[config.mk]
export PLATFORM = sky130hd
export DESIGN_NAME = ozphy_polling_ctrl
export DESIGN_NICKNAME = d
export VERILOG_FILES = /design/src/rtl/ozphy_polling_ctrl.sv
export SDC_FILE = /design/constraint.sdc
export NUM_CORES = 2
export LEC_CHECK = 0
export CORE_MARGIN = 2
export CORE_UTILIZATION = 50
export CTS_CLUSTER_SIZE = 10
export DETAILED_ROUTE_END_ITERATION = 7
export PLACE_DENSITY = 0.74
export SKIP_CTS_REPAIR_TIMING = 1
export SLEW_MARGIN = 15
export SYNTH_ARGS = -nofsm -noshare
export SYNTH_HDL_FRONTEND = slang
export SYNTH_SLANG_ARGS = --single-unit
[constraint.sdc]
create_clock -name clk -period 60 [get_ports clk]
set_clock_uncertainty 0.15 [all_clocks]
set_input_delay 12 -clock clk [delete_from_list [all_inputs] [get_ports clk]]
set_output_delay 12 -clock clk [all_outputs]
set_load 0.005 [all_outputs]
[src/rtl/ozphy_polling_ctrl.sv]
// Per-lane Detect/Polling link-training controller with PIPE-style status outputs.
// Each lane trains independently through TS1/TS2 exchange; link_up reports all lanes in L0.
//
// state          | meaning
// DETECT_QUIET   | idle, waiting for a receiver-detect request
// DETECT_ACTIVE  | detect acknowledged, waiting for P0 power state
// POLLING_WAIT   | electrical idle for QUIET_CYC cycles
// POLLING_ACTIVE | transmitting TS1 sets, counting received TS1/TS2
// POLLING_CONFIG | transmitting TS2 sets, counting received TS2
// L0             | trained, idle data until reset
module ozphy_polling_ctrl #(
    parameter int N_LANES   = 16,
    parameter int NTS       = 1024,
    parameter int QUIET_CYC = 4,
    parameter int TIMEOUT   = 24000
) (
    input  logic                   clk,
    input  logic                   reset,
    input  logic [N_LANES-1:0]     txdetectrx,
    input  logic [3*N_LANES-1:0]   powerdown,
    input  logic [N_LANES-1:0]     rx_ts1_det,
    input  logic [N_LANES-1:0]     rx_ts2_det,
    output logic [N_LANES-1:0]     phystatus,
    output logic [3*N_LANES-1:0]   rxstatus,
    output logic [8*N_LANES-1:0]   tx_data,
    output logic [N_LANES-1:0]     tx_datak,
    output logic [N_LANES-1:0]     tx_elecidle,
    output logic [3*N_LANES-1:0]   lane_state,
    output logic                   link_up
);

    typedef enum logic [2:0] {
        DETECT_QUIET   = 3'd0,
        DETECT_ACTIVE  = 3'd1,
        POLLING_WAIT   = 3'd2,
        POLLING_ACTIVE = 3'd3,
        POLLING_CONFIG = 3'd4,
        L0             = 3'd5
    } lane_state_e;

    // The set counter must reach both NTS (TS1 phase) and 16 (TS2 phase).
    localparam int TX_MAX = (NTS > 16) ? NTS : 16;
    localparam int TXW    = $clog2(TX_MAX + 1);
    localparam int TMW    = $clog2(TIMEOUT + 1);
    localparam int QW     = (QUIET_CYC > 1) ? $clog2(QUIET_CYC) : 1;

    localparam logic [TXW-1:0] TX_SAT    = TXW'(TX_MAX);
    localparam logic [TXW-1:0] TS1_LAST  = TXW'(NTS - 1);
    localparam logic [TXW-1:0] TS2_LAST  = TXW'(15);
    localparam logic [TMW-1:0] TMR_LOAD  = TMW'(TIMEOUT - 1);
    localparam logic [QW-1:0]  WAIT_LOAD = QW'(QUIET_CYC - 1);
    localparam logic [3:0]     RX_SAT    = 4'd8;

    // Returns {datak, data} for one symbol of a TS1 or TS2 ordered set.
    function automatic logic [8:0] ts_symbol(input logic [3:0] idx, input logic ts2);
        logic [8:0] s;
        case (idx)
            4'd0:       s = 9'h1BC;
            4'd1, 4'd2: s = 9'h1F7;
            4'd3, 4'd5: s = 9'h000;
            4'd4:       s = 9'h002;
            default:    s = ts2 ? 9'h045 : 9'h04A;
        endcase
        return s;
    endfunction

    logic [N_LANES-1:0] in_l0;

    for (genvar k = 0; k < N_LANES; k++) begin : g_lane
        lane_state_e    st_q;
        logic [3:0]     idx_q;
        logic [TXW-1:0] tx_cnt_q;
        logic [TXW-1:0] tx_cnt_inc;
        logic [3:0]     rx_cnt_q;
        logic [3:0]     rx_cnt_inc;
        logic [TMW-1:0] tmr_q;
        logic [QW-1:0]  wait_q;
        logic           phy_q;
        logic [2:0]     rxs_q;
        logic [7:0]     txd_q;
        logic           txk_q;
        logic           eidle_q;
        logic           is_ts2;
        logic           rx_hit;
        logic           set_done;

        always_comb begin
            is_ts2     = (st_q == POLLING_CONFIG);
            rx_hit     = is_ts2 ? rx_ts2_det[k] : (rx_ts1_det[k] | rx_ts2_det[k]);
            rx_cnt_inc = (rx_hit && (rx_cnt_q < RX_SAT)) ? rx_cnt_q + 4'd1 : rx_cnt_q;
            tx_cnt_inc = (tx_cnt_q < TX_SAT) ? tx_cnt_q + TXW'(1) : tx_cnt_q;
            set_done   = (rx_cnt_q >= RX_SAT) &&
                         (tx_cnt_q >= (is_ts2 ? TS2_LAST : TS1_LAST));
        end

        always_ff @(posedge clk or posedge reset) begin
            if (reset) begin
                st_q     <= DETECT_QUIET;
                idx_q    <= '0;
                tx_cnt_q <= '0;
                rx_cnt_q <= '0;
                tmr_q    <= '0;
                wait_q   <= '0;
                phy_q    <= 1'b0;
                rxs_q    <= 3'd0;
                txd_q    <= 8'h00;
                txk_q    <= 1'b0;
                eidle_q  <= 1'b1;
            end else begin
                phy_q <= 1'b0;
                rxs_q <= 3'd0;
                case (st_q)
                    DETECT_QUIET: begin
                        idx_q    <= '0;
                        tx_cnt_q <= '0;
                        rx_cnt_q <= '0;
                        txd_q    <= 8'h00;
                        txk_q    <= 1'b0;
                        eidle_q  <= 1'b1;
                        if (txdetectrx[k]) begin
                            phy_q <= 1'b1;
                            rxs_q <= 3'd3;
                            st_q  <= DETECT_ACTIVE;
                        end
                    end
                    DETECT_ACTIVE: begin
                        if (powerdown[3*k +: 3] == 3'd0) begin
                            phy_q  <= 1'b1;
                            wait_q <= WAIT_LOAD;
                            st_q   <= POLLING_WAIT;
                        end
                    end
                    POLLING_WAIT: begin
                        if (wait_q == '0) begin
                            st_q           <= POLLING_ACTIVE;
                            tmr_q          <= TMR_LOAD;
                            idx_q          <= '0;
                            tx_cnt_q       <= '0;
                            rx_cnt_q       <= '0;
                            {txk_q, txd_q} <= ts_symbol(4'd0, 1'b0);
                            eidle_q        <= 1'b0;
                        end else begin
                            wait_q <= wait_q - QW'(1);
                        end
                    end
                    POLLING_ACTIVE, POLLING_CONFIG: begin
                        // Timeout wins over any advance decided in the same cycle.
                        if (tmr_q == '0) begin
                            st_q     <= DETECT_QUIET;
                            idx_q    <= '0;
                            tx_cnt_q <= '0;
                            rx_cnt_q <= '0;
                            txd_q    <= 8'h00;
                            txk_q    <= 1'b0;
                            eidle_q  <= 1'b1;
                        end else begin
                            tmr_q <= tmr_q - TMW'(1);
                            if (idx_q == 4'd15) begin
                                idx_q <= '0;
                                if (set_done) begin
                                    tx_cnt_q <= '0;
                                    rx_cnt_q <= '0;
                                    if (is_ts2) begin
                                        st_q           <= L0;
                                        {txk_q, txd_q} <= 9'h000;
                                    end else begin
                                        st_q           <= POLLING_CONFIG;
                                        {txk_q, txd_q} <= ts_symbol(4'd0, 1'b1);
                                    end
                                end else begin
                                    tx_cnt_q       <= tx_cnt_inc;
                                    rx_cnt_q       <= rx_cnt_inc;
                                    {txk_q, txd_q} <= ts_symbol(4'd0, is_ts2);
                                end
                            end else begin
                                idx_q          <= idx_q + 4'd1;
                                rx_cnt_q       <= rx_cnt_inc;
                                {txk_q, txd_q} <= ts_symbol(idx_q + 4'd1, is_ts2);
                            end
                        end
                    end
                    L0: begin
                        txd_q   <= 8'h00;
                        txk_q   <= 1'b0;
                        eidle_q <= 1'b0;
                    end
                    default: begin
                        st_q    <= DETECT_QUIET;
                        eidle_q <= 1'b1;
                    end
                endcase
            end
        end

        assign phystatus[k]          = phy_q;
        assign rxstatus[3*k +: 3]    = rxs_q;
        assign tx_data[8*k +: 8]     = txd_q;
        assign tx_datak[k]           = txk_q;
        assign tx_elecidle[k]        = eidle_q;
        assign lane_state[3*k +: 3]  = st_q;
        assign in_l0[k]              = (st_q == L0);
    end

    always_ff @(posedge clk or posedge reset) begin
        if (reset) begin
            link_up <= 1'b0;
        end else begin
            link_up <= &in_l0;
        end
    end

endmodule

==> key figures <==
Floorplan
  • I/O pin cnt: ~370
  • Die area: between 90000 and 100000 um^2
  • Die Y: 301.8 um
  • # rows: around 110
  • Chip Width: about 300 um
  • Starting density of the core: between 50 and 60%
  • Core ar.: 88100 um^2

Critical path
  • Worst reg2reg path startpoint: g_lane[6].tmr_q[0]$_DFFE_PP0P_
  • Critical Path RT: approximately 60 ns
  • Worst path bufs/invs: 6
  • Startpoint Class: input port
  • CP cell instances: clkdlybuf4s50_1 -> inv_8 -> buf_12 -> buf_4 -> buf_12 -> buf_4
  • Crit path depth: 6
  • Worst setup EP type: asynchronous set/reset pin
  • Critical Path Source: reset
  • Crit path largest cell delay: 0.83 ns
  • Critical path's top delay family: buffers and inverters
  • Worst Path Class, Setup: in2async
  • Max FO, Critical Path: 175
  • Worst R2R End: g_lane[6].tx_cnt_q[1]$_DFFE_PP0P_
  • CP max stage cell: buf_4
  • R2r setup slk: between 50 and 60 ns
  • Critical Path Sink: g_lane[9].rx_cnt_q[0]$_DFFE_PP0P_
  • R2R cell count: 8
  • Worst EP arrival: about 16 ns

Power
  • Switching Fraction: between 30% and 40%
  • Psw: roughly 0.00085 W
  • Overall Power: around 0.0022 W
  • Comb pwr share: 38.3%
  • Clock power share: approximately a quarter
  • Int Power: 0.001317 W
  • Leakage: 21.40 nW
  • Peak supply drop: roughly 0.026 mV
  • Sequential share of power: 38.0%
  • P per Cell Area: roughly 43 nW/um^2

Detailed routing
  • Total number of vias: 36704
  • Post-route DRC: 0
  • Drt pass-1 iters: 6
  • DRT iter0 DRCs: about 2500
  • Vias/cell: between 5 and 6
  • DRT Wirelength: 103300 um
  • Final ANT Viol Nets: 0
  • DR WL/cell: approximately 16 um

Logic synthesis
  • Mapped Area: ~44000 um^2
  • Main flop type after synthesis: dfrtp_1
  • Distinct cell type count of the synthesized netlist: 95
  • #FFs+latches synth: approximately 770
  • Post-synth EDFFs: 0
  • Avg Inst Size Synth: just under 9 um^2
  • Yosys warns: 0
  • Yosys top cell area share: between 40% and 50%
  • Post-synth top area cell: dfrtp_1
  • Cells after Synth: around 5000
  • Synth area leaders: dfrtp_1 42%, nor2_1 5.0%, nand2_1 4.6%
  • Register area share after synthesis: 43.43%
  • Synth async-reset ratio: 100.0%

Timing
  • RSZ-0062 raised after global routing: no
  • Fin Setup TNS: 0 ns
  • Ratio of final minimum period to clock period: about a quarter
  • Tmin final: 15.59 ns
  • Fmax: ~0.064 GHz
  • Least-Margin Pin Slew: roughly 1.1 ns
  • Pins Over Slew Limit: 0
  • Setup violations, final: 0
  • Relative slew slack: roughly a quarter
  • Hold Fails Final Rpt: 0

Global route
  • Initial antenna violation count: 3
  • Largest net degree at the start of global routing: 176
  • First-pass GRT wire length: around 170000 um
  • Remaining global-route overflow: 0
  • Vias in the first global route: 34580
  • Overall Global Routing Usage: between 20% and 30%

Final layout
  • Non-Filler Instances: approximately 6400
  • Fillers: between 7000 and 8000
  • Share of layout cells above drive strength 1: under 10%
  • Synth-to-layout area growth: 14.09%
  • Commonest cells after routing, fill and taps aside: 753 x dfrtp_1, 591 x nor2_1, 543 x nand2_1
  • Design area: between 50000 and 60000 um^2
  • Final net count: ~5400
  • Commonest non-fill, non-tap cell in the layout: dfrtp_1
  • Antenna diodes: 0

Clock tree
  • CTS tree: yes
  • Root Buffer: clkbuf_16
  • Longest Clk Path Bufs: 3
  • Clk_lat worst skew: ~0.64 ns
  • CTS Buf Count: 90
  • Clk slew on worst S/H paths: approximately 0.060 ns
  • H-Tree Level Count: 3
  • Clock sink total: ~770

Outcome
  • Status: finished clean

Worst hold path
  • Worst Hold Class: reg2reg

Place
  • Placed Cells: 6254
  • DP Area: 47900 um^2
  • Hpwl dp: just over 70000 um
  • Port Buf Inserts: 354
  • GPL Wtd Cong: 0.8648

Flow run
  • Max cap viols: 0
cells in the mapped netlist, types with 78 or more instances:
cell type    n
nand4_1     78
xor2_1     191
ha_1       144
nor4_1      99
inv_1      215
nor3_1     164
buf_4      129
xnor2_1    134
nor2_1     591
nand2_1    543
clkbuf_1   168
a21oi_1    262
dfrtp_1    753
o21ai_0    277
nand3_1    161
how the worst min path moves through the flow:
stage                                           startpoint                               end  slack, ns  depth (start not counted)
final                      g_lane[9].wait_q[0]$_DFFE_PP0P_   g_lane[9].wait_q[0]$_DFFE_PP0P_       0.32                          1
after global placement     g_lane[2].tmr_q[14]$_DFFE_PP0P_   g_lane[2].tmr_q[14]$_DFFE_PP0P_       0.30                          1
after detailed placement   g_lane[2].tmr_q[14]$_DFFE_PP0P_   g_lane[2].tmr_q[14]$_DFFE_PP0P_       0.31                          1
after floorplan           g_lane[13].wait_q[0]$_DFFE_PP0P_  g_lane[13].wait_q[0]$_DFFE_PP0P_       0.29                          1
after CTS                  g_lane[9].wait_q[0]$_DFFE_PP0P_   g_lane[9].wait_q[0]$_DFFE_PP0P_       0.32                          1
after global routing       g_lane[2].tmr_q[14]$_DFFE_PP0P_   g_lane[2].tmr_q[14]$_DFFE_PP0P_       0.33                          1
worst register-to-register path: cells and delay by family, from the launching register on:
family	cells	cell delay [ns]
AO/OA/AOI/OAI	2	0.38
AND/OR/NAND/NOR	4	2.37
flip-flops	1	0.41
adder cells (fa/ha/maj)	1	0.15
buffers and inverters	1	0.07
per-stage QoR:
stage,setup WS (ns),utilization (%),hold WS (ns)
3_3_place_gp,43.48,54.36,0.2993
4_1_cts,44.13,57.43,0.3182
6_report,44.41,57.44,0.3156
5_1_grt,43.65,57.44,0.3322
3_5_place_dp,43.44,54.36,0.3079
2_1_floorplan,26.29,-,0.2896
power by group through the flow:
stage                     Combinational [W]  Clock [W]  Sequential, W
after floorplan                    0.000631          0       0.000765
after global placement             0.000805          0       0.000823
after detailed placement           0.000827          0       0.000827
after CTS                          0.000832   0.000525       0.000821
after global routing               0.000936   0.000545       0.000848
final                              0.000829   0.000511       0.000823
cell type report:
class,count,area (um^2),area share (%)
Inverter,216,818.3,1.617
Multi-Input combinational cell,3734,22660,44.78
Clock buffer,153,2549,5.036
Sequential cell,769,19260,38.07
Tap cell,1165,1458,2.880
Timing Repair Buffer,370,3701,7.314
Clock inverter,8,156.4,0.3091
cells by family (layout without fill, tap and decap cells):
logic type / count (synthesis) / after routing / share of synthesized area, %
other: 1 / 16 / 0.008455
adders and majority gates: 145 / 145 / 4.085
muxes: 53 / 53 / 1.247
DFF: 769 / 769 / 43.43
AOI/OAI and AO/OA: 1079 / 1079 / 15.79
buffers and inverters: 531 / 747 / 5.616
xor gates and xnor gates: 325 / 325 / 6.418
and+or+nand+nor: 2116 / 2116 / 23.41
sequential cells by signal (all words and copies together) (netlist names):
signal,count
g_lane.tx_cnt_q,176
g_lane.idx_q,64
g_lane.st_q,48
g_lane.tmr_q,240
g_lane.txd_q,96
g_lane.eidle_q,16
g_lane.phy_q,16
g_lane.rx_cnt_q,64
link_up,1
g_lane.wait_q,32
g_lane.rxs_q,16
routing by layer:
layer	vias up	GRT usage (%)	wire length, um
met1	17798	31.85	48210
li1	17950	-	-
met3	148	3.060	5045
met4	0	5.835	2057
met2	808	35.88	48000
met5	-	0	0
No activity file was read; power rests on OpenSTA's default activity.
